### src/rtl/card_pkg.sv
// Shared types and constants for the card painter and the animation blocks that reuse its colour map.
package card_pkg;

  typedef enum logic [1:0] {IDLE, DRAW, DONE} state_t;

  localparam int X_W = 10;
  localparam int Y_W = 9;

  localparam logic [5:0] BORDER_COLOR = 6'b111111;
  localparam logic [5:0] BACK_COLOR   = 6'b000011;
  localparam logic [5:0] FRONT_COLOR  = 6'b101010;

  // Marker colour per card value; ascending index order (entry 0 first).
  localparam logic [0:15][5:0] PALETTE = '{
    6'b110000, 6'b001100, 6'b110100, 6'b011100,
    6'b100011, 6'b110011, 6'b001111, 6'b111100,
    6'b010001, 6'b100100, 6'b011000, 6'b000110,
    6'b101111, 6'b010110, 6'b111001, 6'b100001
  };

endpackage

### src/rtl/card_painter_if.sv
// Scheduler-facing bundle of a card painter: start handshake, card attributes and the VGA pixel port.
interface card_painter_if #(
  parameter int COLOR_DEPTH = 6
);
  import card_pkg::*;

  logic                   go;
  logic                   face_up;
  logic [3:0]             value;
  logic [X_W-1:0]         VGA_x;
  logic [Y_W-1:0]         VGA_y;
  logic [COLOR_DEPTH-1:0] VGA_color;
  logic                   VGA_write;
  logic                   done;
  logic                   busy;

  modport master (
    output go, face_up, value,
    input  VGA_x, VGA_y, VGA_color, VGA_write, done, busy
  );

  modport slave (
    input  go, face_up, value,
    output VGA_x, VGA_y, VGA_color, VGA_write, done, busy
  );

endinterface

### src/rtl/card_pixel_color.sv
// Combinational colour of one card pixel from its in-card coordinate, face state and value.
module card_pixel_color import card_pkg::*; #(
  parameter int OBJ_W       = 40,
  parameter int OBJ_H       = 40,
  parameter int BORDER      = 2,
  parameter int MARK_W      = 16,
  parameter int COLOR_DEPTH = 6,
  parameter int XC_W        = $clog2(OBJ_W),
  parameter int YC_W        = $clog2(OBJ_H)
) (
  input  logic [XC_W-1:0]        xc,
  input  logic [YC_W-1:0]        yc,
  input  logic                   face_up,
  input  logic [3:0]             value,
  output logic [COLOR_DEPTH-1:0] color
);

  // One extra bit so the marker's exclusive upper bound fits even when it equals OBJ_W.
  localparam int XE_W = XC_W + 1;
  localparam int YE_W = YC_W + 1;

  localparam logic [XE_W-1:0] X_BLO = XE_W'(BORDER);
  localparam logic [XE_W-1:0] X_BHI = XE_W'(OBJ_W - BORDER);
  localparam logic [XE_W-1:0] X_MLO = XE_W'((OBJ_W - MARK_W) / 2);
  localparam logic [XE_W-1:0] X_MHI = XE_W'((OBJ_W + MARK_W) / 2);
  localparam logic [YE_W-1:0] Y_BLO = YE_W'(BORDER);
  localparam logic [YE_W-1:0] Y_BHI = YE_W'(OBJ_H - BORDER);
  localparam logic [YE_W-1:0] Y_MLO = YE_W'((OBJ_H - MARK_W) / 2);
  localparam logic [YE_W-1:0] Y_MHI = YE_W'((OBJ_H + MARK_W) / 2);

  logic [XE_W-1:0] xe;
  logic [YE_W-1:0] ye;
  logic            in_border;
  logic            in_mark;

  assign xe = {1'b0, xc};
  assign ye = {1'b0, yc};

  always_comb begin
    in_border = (xe < X_BLO) || (xe >= X_BHI) || (ye < Y_BLO) || (ye >= Y_BHI);
    in_mark   = (xe >= X_MLO) && (xe < X_MHI) && (ye >= Y_MLO) && (ye < Y_MHI);
    color     = COLOR_DEPTH'(FRONT_COLOR);
    if (in_border) begin
      color = COLOR_DEPTH'(BORDER_COLOR);
    end else if (!face_up) begin
      color = COLOR_DEPTH'(BACK_COLOR);
    end else if (in_mark) begin
      color = COLOR_DEPTH'(PALETTE[value]);
    end
  end

endmodule

### src/rtl/card_painter.sv
// Paints one card at a fixed screen offset, one pixel per clock, after a go pulse, then pulses done.
module card_painter import card_pkg::*; #(
  parameter int XOFFSET     = 70,
  parameter int YOFFSET     = 50,
  parameter int OBJ_W       = 40,
  parameter int OBJ_H       = 40,
  parameter int BORDER      = 2,
  parameter int MARK_W      = 16,
  parameter int COLOR_DEPTH = 6
) (
  input logic           CLOCK_50,
  input logic           Resetn,
  card_painter_if.slave bus
);

  localparam int XC_W = $clog2(OBJ_W);
  localparam int YC_W = $clog2(OBJ_H);
  localparam logic [XC_W-1:0] X_LAST = XC_W'(OBJ_W - 1);
  localparam logic [YC_W-1:0] Y_LAST = YC_W'(OBJ_H - 1);

  state_t                 state;
  logic [XC_W-1:0]        xc, nx, pix_xc;
  logic [YC_W-1:0]        yc, ny, pix_yc;
  logic                   face_q, pix_face;
  logic [3:0]             value_q, pix_value;
  logic [COLOR_DEPTH-1:0] pix_color;

  logic [X_W-1:0]         x_q;
  logic [Y_W-1:0]         y_q;
  logic [COLOR_DEPTH-1:0] color_q;
  logic                   write_q, done_q, busy_q;

  // The output registers are loaded one pixel ahead of the counters, so the colour map sees
  // the pixel about to be shown: pixel (0,0) with the live inputs on accept, else the successor.
  always_comb begin
    nx = xc + XC_W'(1);
    ny = yc;
    if (xc == X_LAST) begin
      nx = '0;
      ny = yc + YC_W'(1);
    end
    pix_xc    = nx;
    pix_yc    = ny;
    pix_face  = face_q;
    pix_value = value_q;
    if (state == IDLE) begin
      pix_xc    = '0;
      pix_yc    = '0;
      pix_face  = bus.face_up;
      pix_value = bus.value;
    end
  end

  card_pixel_color #(
    .OBJ_W      (OBJ_W),
    .OBJ_H      (OBJ_H),
    .BORDER     (BORDER),
    .MARK_W     (MARK_W),
    .COLOR_DEPTH(COLOR_DEPTH),
    .XC_W       (XC_W),
    .YC_W       (YC_W)
  ) u_color (
    .xc     (pix_xc),
    .yc     (pix_yc),
    .face_up(pix_face),
    .value  (pix_value),
    .color  (pix_color)
  );

  always_ff @(posedge CLOCK_50) begin
    if (!Resetn) begin
      state   <= IDLE;
      xc      <= '0;
      yc      <= '0;
      face_q  <= 1'b0;
      value_q <= '0;
      x_q     <= '0;
      y_q     <= '0;
      color_q <= '0;
      write_q <= 1'b0;
      done_q  <= 1'b0;
      busy_q  <= 1'b0;
    end else begin
      case (state)
        IDLE: begin
          if (bus.go) begin
            state   <= DRAW;
            face_q  <= bus.face_up;
            value_q <= bus.value;
            xc      <= '0;
            yc      <= '0;
            busy_q  <= 1'b1;
            write_q <= 1'b1;
            x_q     <= X_W'(XOFFSET);
            y_q     <= Y_W'(YOFFSET);
            color_q <= pix_color;
          end
        end
        DRAW: begin
          if (xc == X_LAST && yc == Y_LAST) begin
            state   <= DONE;
            write_q <= 1'b0;
            done_q  <= 1'b1;
          end else begin
            xc      <= nx;
            yc      <= ny;
            x_q     <= X_W'(XOFFSET) + X_W'(nx);
            y_q     <= Y_W'(YOFFSET) + Y_W'(ny);
            color_q <= pix_color;
          end
        end
        DONE: begin
          state  <= IDLE;
          done_q <= 1'b0;
          busy_q <= 1'b0;
        end
        default: state <= IDLE;
      endcase
    end
  end

  assign bus.VGA_x     = x_q;
  assign bus.VGA_y     = y_q;
  assign bus.VGA_color = color_q;
  assign bus.VGA_write = write_q;
  assign bus.done      = done_q;
  assign bus.busy      = busy_q;

endmodule

### src/flat_wrapper.sv
// flat-port wrapper written by rule: the top's interface ports become plain ports
module card_painter_flat import card_pkg::*;
#(
  parameter int XOFFSET     = 70,
  parameter int YOFFSET     = 50,
  parameter int OBJ_W       = 40,
  parameter int OBJ_H       = 40,
  parameter int BORDER      = 2,
  parameter int MARK_W      = 16,
  parameter int COLOR_DEPTH = 6
)
  (CLOCK_50, Resetn, bus_go, bus_face_up, bus_value, bus_VGA_x, bus_VGA_y, bus_VGA_color, bus_VGA_write, bus_done, bus_busy);
  card_painter_if #(.COLOR_DEPTH(COLOR_DEPTH)) bus_i ();
  input logic CLOCK_50;
  input logic Resetn;
  input wire logic [$bits(bus_i.go)-1:0] bus_go;
  input wire logic [$bits(bus_i.face_up)-1:0] bus_face_up;
  input wire logic [$bits(bus_i.value)-1:0] bus_value;
  output wire logic [$bits(bus_i.VGA_x)-1:0] bus_VGA_x;
  output wire logic [$bits(bus_i.VGA_y)-1:0] bus_VGA_y;
  output wire logic [$bits(bus_i.VGA_color)-1:0] bus_VGA_color;
  output wire logic [$bits(bus_i.VGA_write)-1:0] bus_VGA_write;
  output wire logic [$bits(bus_i.done)-1:0] bus_done;
  output wire logic [$bits(bus_i.busy)-1:0] bus_busy;
  assign bus_i.go = bus_go;
  assign bus_i.face_up = bus_face_up;
  assign bus_i.value = bus_value;
  assign bus_VGA_x = bus_i.VGA_x;
  assign bus_VGA_y = bus_i.VGA_y;
  assign bus_VGA_color = bus_i.VGA_color;
  assign bus_VGA_write = bus_i.VGA_write;
  assign bus_done = bus_i.done;
  assign bus_busy = bus_i.busy;
  card_painter #(.XOFFSET(XOFFSET), .YOFFSET(YOFFSET), .OBJ_W(OBJ_W), .OBJ_H(OBJ_H), .BORDER(BORDER), .MARK_W(MARK_W), .COLOR_DEPTH(COLOR_DEPTH)) u_core (.CLOCK_50(CLOCK_50), .Resetn(Resetn), .bus(bus_i));
endmodule
### config.mk
export PLATFORM = sky130hd
export DESIGN_NAME = card_painter_flat
export DESIGN_NICKNAME = d
export VERILOG_FILES = /design/src/rtl/card_pkg.sv /design/src/rtl/card_painter_if.sv /design/src/rtl/card_pixel_color.sv /design/src/rtl/card_painter.sv /design/src/flat_wrapper.sv
export SDC_FILE = /design/constraint.sdc
export NUM_CORES = 1
export LEC_CHECK = 0
export ABC_AREA = 1
export BUFFER_PORTS_ARGS = -buffer_cell sky130_fd_sc_hd__clkbuf_2
export CORE_MARGIN = 5
export CORE_UTILIZATION = 28
export DETAILED_ROUTE_END_ITERATION = 10
export MAX_ROUTING_LAYER = met4
export PLACE_DENSITY = 0.49
export SYNTH_ARGS = -nofsm -noshare
export SYNTH_HDL_FRONTEND = slang
export SYNTH_HIERARCHICAL = 1
export SYNTH_SLANG_ARGS = --single-unit
### constraint.sdc
create_clock -name CLOCK_50 -period 4.08 [get_ports CLOCK_50]
set_clock_uncertainty 0.05 [all_clocks]
set_input_delay 0.816 -clock CLOCK_50 [delete_from_list [all_inputs] [get_ports CLOCK_50]]
set_output_delay 0.816 -clock CLOCK_50 [all_outputs]
set_load 0.03 [all_outputs]
# Word-level counts from Yosys, hierarchy flattened
# Memory sizes are Yosys's and may differ from the RTL's.
# Cells that the tools add are included.
[totals]
regBits = 47
mem_bits_ro = 96
wordCells = 84
n_memories = 1
[memory_table]
columns = ["memory", "depth", "width", "read_ports", "rd_ports_with_merged_regs", "wr", "line_no", "rtl"]
rows = [
  ["(name not given)", 16, 6, 1, 0, 0, "card_pixel_color.sv:48", "color = COLOR_DEPTH'(PALETTE[value]);"],
]
[op_classes]
addsub = 4
n_lt_le_gt_ge = 9
eq_ne = 7
muxes = 34
n_bitwise = 1
n_reduce_logical = 17
[ops]
columns = ["cell", "count"]
rows = [
  ["6-bit 2-to-1 mux", 14],
  ["6-bit case mux with 2 select lines", 3],
  ["10-bit 2-to-1 mux", 2],
  ["10-bit case mux with 2 select lines", 1],
  ["9-bit 2-to-1 mux", 2],
  ["9-bit case mux with 2 select lines", 1],
  ["6-bit by 1-bit adder with 6-bit output (second input constant)", 2],
  ["6-bit equality test (second input constant)", 2],
  ["6-bit by 4-bit >= comparator with 1-bit output (second input constant)", 2],
  ["6-bit >= comparator (second input constant)", 2],
  ["6-bit by 2-bit < comparator with 1-bit output (second input constant)", 2],
  ["6-bit by 5-bit < comparator with 1-bit output (second input constant)", 2],
  ["7-bit by 6-bit adder with 8-bit output (first input constant)", 1],
  ["2-bit AND reduction", 4],
  ["6-bit by 6-bit adder with 7-bit output (first input constant)", 1],
  ["1-bit case mux with 2 select lines", 3],
  ["3-bit AND reduction", 2],
  ["2-bit nonzero test", 3],
  ["5-bit >= comparator (second input constant)", 1],
  ["4-bit inverter with 5-bit output", 1],
  ["1-bit logical AND", 4],
  ["1-bit 2-to-1 mux", 4],
  ["2-bit 2-to-1 mux", 2],
  ["4-bit 2-to-1 mux", 1],
  ["other kinds (7)", 10],
]

# Logic depth before layout (Yosys ltp)
[depth]
ltp_word = 12
ltp_mapped = 17

# Cells and area by module
# The synthesis kept the hierarchy.
[by_module_without_submodules]
columns = ["module", "n_inst", "cells_each", "area_per_inst_um2"]
rows = [
  ["card_painter", 1, 322, 2145.8],
  ["card_pixel_color", 1, 91, 460.4],
]

# Worst setup path after synthesis
# OpenSTA, ideal clock, no wires.
[synth_timing]
path_kind = "input -> register"
start = "in bus_value[0]"
end = "reg u_core.color_q[4], in the netlist u_core/bus.VGA_color[4]"
setup_ps = 116
arrival_time_ps = 2038
required_time_ps = 3914
slack_ps = 1876
cell_stages = 10
path_buffers = 0
path_cell_list = "nand2_1 -> o21ai_0 -> inv_1 -> ha_1 -> a21oi_1 -> nand2_1 -> nand3_1 -> o21ai_1 -> nor2_1 -> nor2_1"
[synth_via]
elab_chain_cells = 10
word_cells_on_any_way = 11
cone_classes = "9 x mux; 1 x bitwise; 1 x memory"
[synth_lines]
columns = ["element", "line_no", "rtl"]
rows = [
  ["from (decl)", "flat_wrapper.sv:18", "input wire logic [$bits(bus_i.value)-1:0] bus_value;"],
  ["4-bit 2-to-1 mux (*)", "card_painter.sv:46", "if (state == IDLE) begin"],
  ["via u_core.pix_value[0]", "card_painter.sv:25", "logic [3:0] value_q, pix_value;"],
  ["4-bit inverter with 5-bit output (implied by the code) (*)", "card_pixel_color.sv:48", ""],
  ["memory 16 x 6 bit (*)", "--", ""],
  ["6-bit 2-to-1 mux (implied by the code) (*) (2 in a row)", "card_pixel_color.sv:48", ""],
  ["6-bit 2-to-1 mux (*)", "card_pixel_color.sv:47", "end else if (in_mark) begin"],
  ["6-bit 2-to-1 mux (*)", "card_pixel_color.sv:45", "end else if (!face_up) begin"],
  ["6-bit 2-to-1 mux (*)", "card_pixel_color.sv:43", "if (in_border) begin"],
  ["via u_core.pix_color[4]", "card_painter.sv:26", "logic [COLOR_DEPTH-1:0] pix_color;"],
  ["6-bit 2-to-1 mux, on equally long branches", "card_painter.sv:100, card_painter.sv:86", ""],
  ["6-bit case mux with 2 select lines (*)", "card_painter.sv:84", "case (state)"],
  ["to (signal assigned)", "card_painter.sv:96", "color_q <= pix_color;"],
  ["to (signal assigned)", "card_painter.sv:109", "color_q <= pix_color;"],
  ["to (decl)", "card_painter.sv:30", "logic [COLOR_DEPTH-1:0] color_q;"],
]
# The timed path passes the listed nets; every way through them passes the cells marked *. The select of a mux whose other input is x is not followed.
# A chain may end at the register's enable or synchronous reset.

# Final worst setup path
[layout_timing]
start = "reg u_core.xc[0]"
end = "reg u_core.color_q[5], in the netlist u_core/bus.VGA_color[5]"
[layout_via]
word_cells_on_any_way = 29
cone_classes = "1 x add/sub; 8 x order compare; 2 x eq/ne; 10 x mux; 8 x reduce/logical"
[layout_rtl]
columns = ["element", "line_no", "rtl"]
rows = [
  ["from (decl)", "card_painter.sv:22", "logic [XC_W-1:0] xc, nx, pix_xc;"],
  ["from (signal assigned)", "card_painter.sv:105", "xc <= nx;"],
  ["6-bit equality test (*)", "card_painter.sv:38", "if (xc == X_LAST) begin"],
  ["6-bit 2-to-1 mux (*)", "card_painter.sv:38", ""],
  ["6-bit 2-to-1 mux (*)", "card_painter.sv:46", ""],
  ["via u_core.pix_yc[5]", "card_painter.sv:23", "logic [YC_W-1:0] yc, ny, pix_yc;"],
  ["6-bit by 4-bit >= comparator with 1-bit output", "card_pixel_color.sv:41", "in_mark = (xe >= X_MLO) && (xe < X_MHI) && (ye >= Y_MLO) && (ye < Y_MHI);"],
  ["1-bit logical AND (2 in a row)", "card_pixel_color.sv:41", ""],
  ["6-bit 2-to-1 mux", "card_pixel_color.sv:47", ""],
  ["6-bit 2-to-1 mux", "card_pixel_color.sv:45", ""],
  ["6-bit 2-to-1 mux (*)", "card_pixel_color.sv:43", ""],
  ["via u_core.pix_color[5]", "card_painter.sv:26", ""],
  ["6-bit 2-to-1 mux, on equally long branches", "card_painter.sv:100, card_painter.sv:86", ""],
  ["6-bit case mux with 2 select lines (*)", "card_painter.sv:84", ""],
]
# Marked as above.

==> flow_summary_export.csv <==
group,metric,value,unit
outcome,outcome,"finished, final reports clean",
detailed_routing,wl,6.33,mm
logic_synthesis,synthCells,411,
sta,rsz0062_at_grt,"no",
clock_tree,root_buffer,"clkbuf_8",
critical_path,crit_arrival,2650,ps
clock_tree,cts_setup_buffers,0,
sta,slew_viol_final,0,
global_routing,grt_pass1_vias,2282,
cells_and_area,antenna_cells,0,
pwr,power_density,323,mW/mm2
critical_path,worstPathRequired,4210,ps
critical_path,cp_max_fo,9,
place,post-dp-hpwl,4.76,mm
floorplan,die_h,106,um
clock_tree,clock_latency,290,ps
pwr,cellLeakagePower,0.00133,uW
logic_synthesis,netlist_area,0.00260,mm2
detailed_routing,drc,0,
floorplan,die_w,106,um
sta,setup_tns,0,ps
cells_and_area,register_area,821,um2
clock_tree,ctsResizeCount,0,
clock_tree,path_clk_slew,80,ps
sta,period_needed,2510,ps
place,place_congestion,0.810,
sta,finalHoldViolations,0,
logic_synthesis,yosys_warnings,6,
sta,setup_viol,0,
sta,hold_ws,400,ps
sta,worstMarginPinSlew,814,ps
detailed_routing,avgRoutedWirePerCell,11.6,um
cells_and_area,multi_input_area,0.00149,mm2
pwr,p_total,941,uW
hold_path,hold_class,"register to register",
pwr,ir_worst_vdd,0.000188,V
cells_and_area,final_nets,456,
sta,period_share,61.6,%
clock_tree,postCtsHoldBufs,0,
floorplan,io_pins,36,
critical_path,start_kind,"register",
critical_path,worstSetupPathType,"register to register",
cells_and_area,drive_above_1_share,15.1,%
floorplan,rows,35,
detailed_routing,vias,2498,
clock_tree,cts.sinks,41,
cells_and_area,final_common_cell,"nand2_1",
floorplan,initial_utilization,28.4,%
cells_and_area,syn2layout_area_growth,12.0,%
detailed_routing,dr.pass1.iters,5,
cells_and_area,fillers,1002,
global_routing,grt_max_degree,27,
clock_tree,htreeDepth,2,
sta,max_freq,398,MHz
clock_tree,cts_tree,"yes",
detailed_routing,first_iter_violations,161,
logic_synthesis,syn_area_per_cell,6.32,um2
clock_tree,clockBufferDepth,2,
run,drv_cap,0,
sta,relSlewSlack,45.2,%
critical_path,critPathCaptureType,"register",
place,portBuffers,31,
detailed_routing,via_per_inst,4.56,
detailed_routing,drtAntennaViolNets,0,
cells_and_area,final_cell_mix,"nand2_1 (119), nor2_1 (49), inv_1 (42), dfxtp_1 (41), a21oi_1 (32)",
clock_tree,numCtsBuffers,5,
floorplan,core,0.00915,mm2
global_routing,grt_pass1_wl,10.7,mm
global_routing,antenna_found_initial,0,
global_routing,overflow,0,
floorplan,die_area,0.0113,mm2
global_routing,grtUsageTotal,11.8,%
==> sequential cells by signal, indices dropped and copies added, names as in the netlist, 2 cells and up <==
signal / count
u_core/value_q: 4
u_core/yc: 6
u_core/bus.VGA_color: 6
u_core/state: 2
u_core/bus.VGA_x: 7
u_core/xc: 6
u_core/bus.VGA_y: 6
==> path summary, 6_finish.rpt <==
path                          start                 endpoint  slack, ps  cells after the start
setup reg to reg       u_core/xc[0]  u_core/bus.VGA_color[5]       1570                     15
setup / recovery       u_core/xc[0]  u_core/bus.VGA_color[5]       1570                     15
hold / removal    u_core/value_q[1]        u_core/value_q[1]        400                      2
hold reg to reg   u_core/value_q[1]        u_core/value_q[1]        400                      2
==> report_power, final <==
group	switching, uW	leakage (uW)	internal (uW)
registers	12.5	0.000337	422
logic	138	0.000938	51.5
clock network	139	0.0000540	178
total	289	0.00133	651
==> critical path, cell delays in order, from the launching register on <==
cell and delay (ps):
dfxtp_1 480, ha_1 260, nand2_1 120, nor2_2 180, nand2_4 110, nand2_1 90
a21boi_0 280, nor2_1 120, nor2_1 140, nand3_2 120, nor2_4 140, nand2_1 60
nand2_1 50, nand2_1 50, nor2_1 110, nor2_1 60
==> cell type report <==
type / instances / area share, %
clock buffers: 5 / 2.36
clock inverters: 2 / 1.20
inverters: 50 / 6.53
multi-input cells: 306 / 51.1
flip-flops and latches: 41 / 28.2
well taps: 111 / 4.77
repair buffers: 33 / 5.85
==> routing by layer <==
metal / vias to the layer above / track usage, % / share of wire (%)
met2: 53 / 18.2 / 44
met1: 1100 / 15.6 / 51
li1: 1341 / - / -
met5: - / - / 0
met3: 4 / 2.79 / 4.2
met4: 0 / 2.96 / 0.84
==> per-stage QoR <==
stage               util, %  instance area, um2  cells  setup WS [ps]
finish                 31.8                2910    548           1570
global route           31.8                2910    548           1360
CTS                    31.8                2910    548           1590
detailed placement     30.7                2810    541           1470
global placement       30.7                2810    541           1470
floorplan                 -                2610    414           1880
Note: power is estimated with default switching activity, not from simulation.
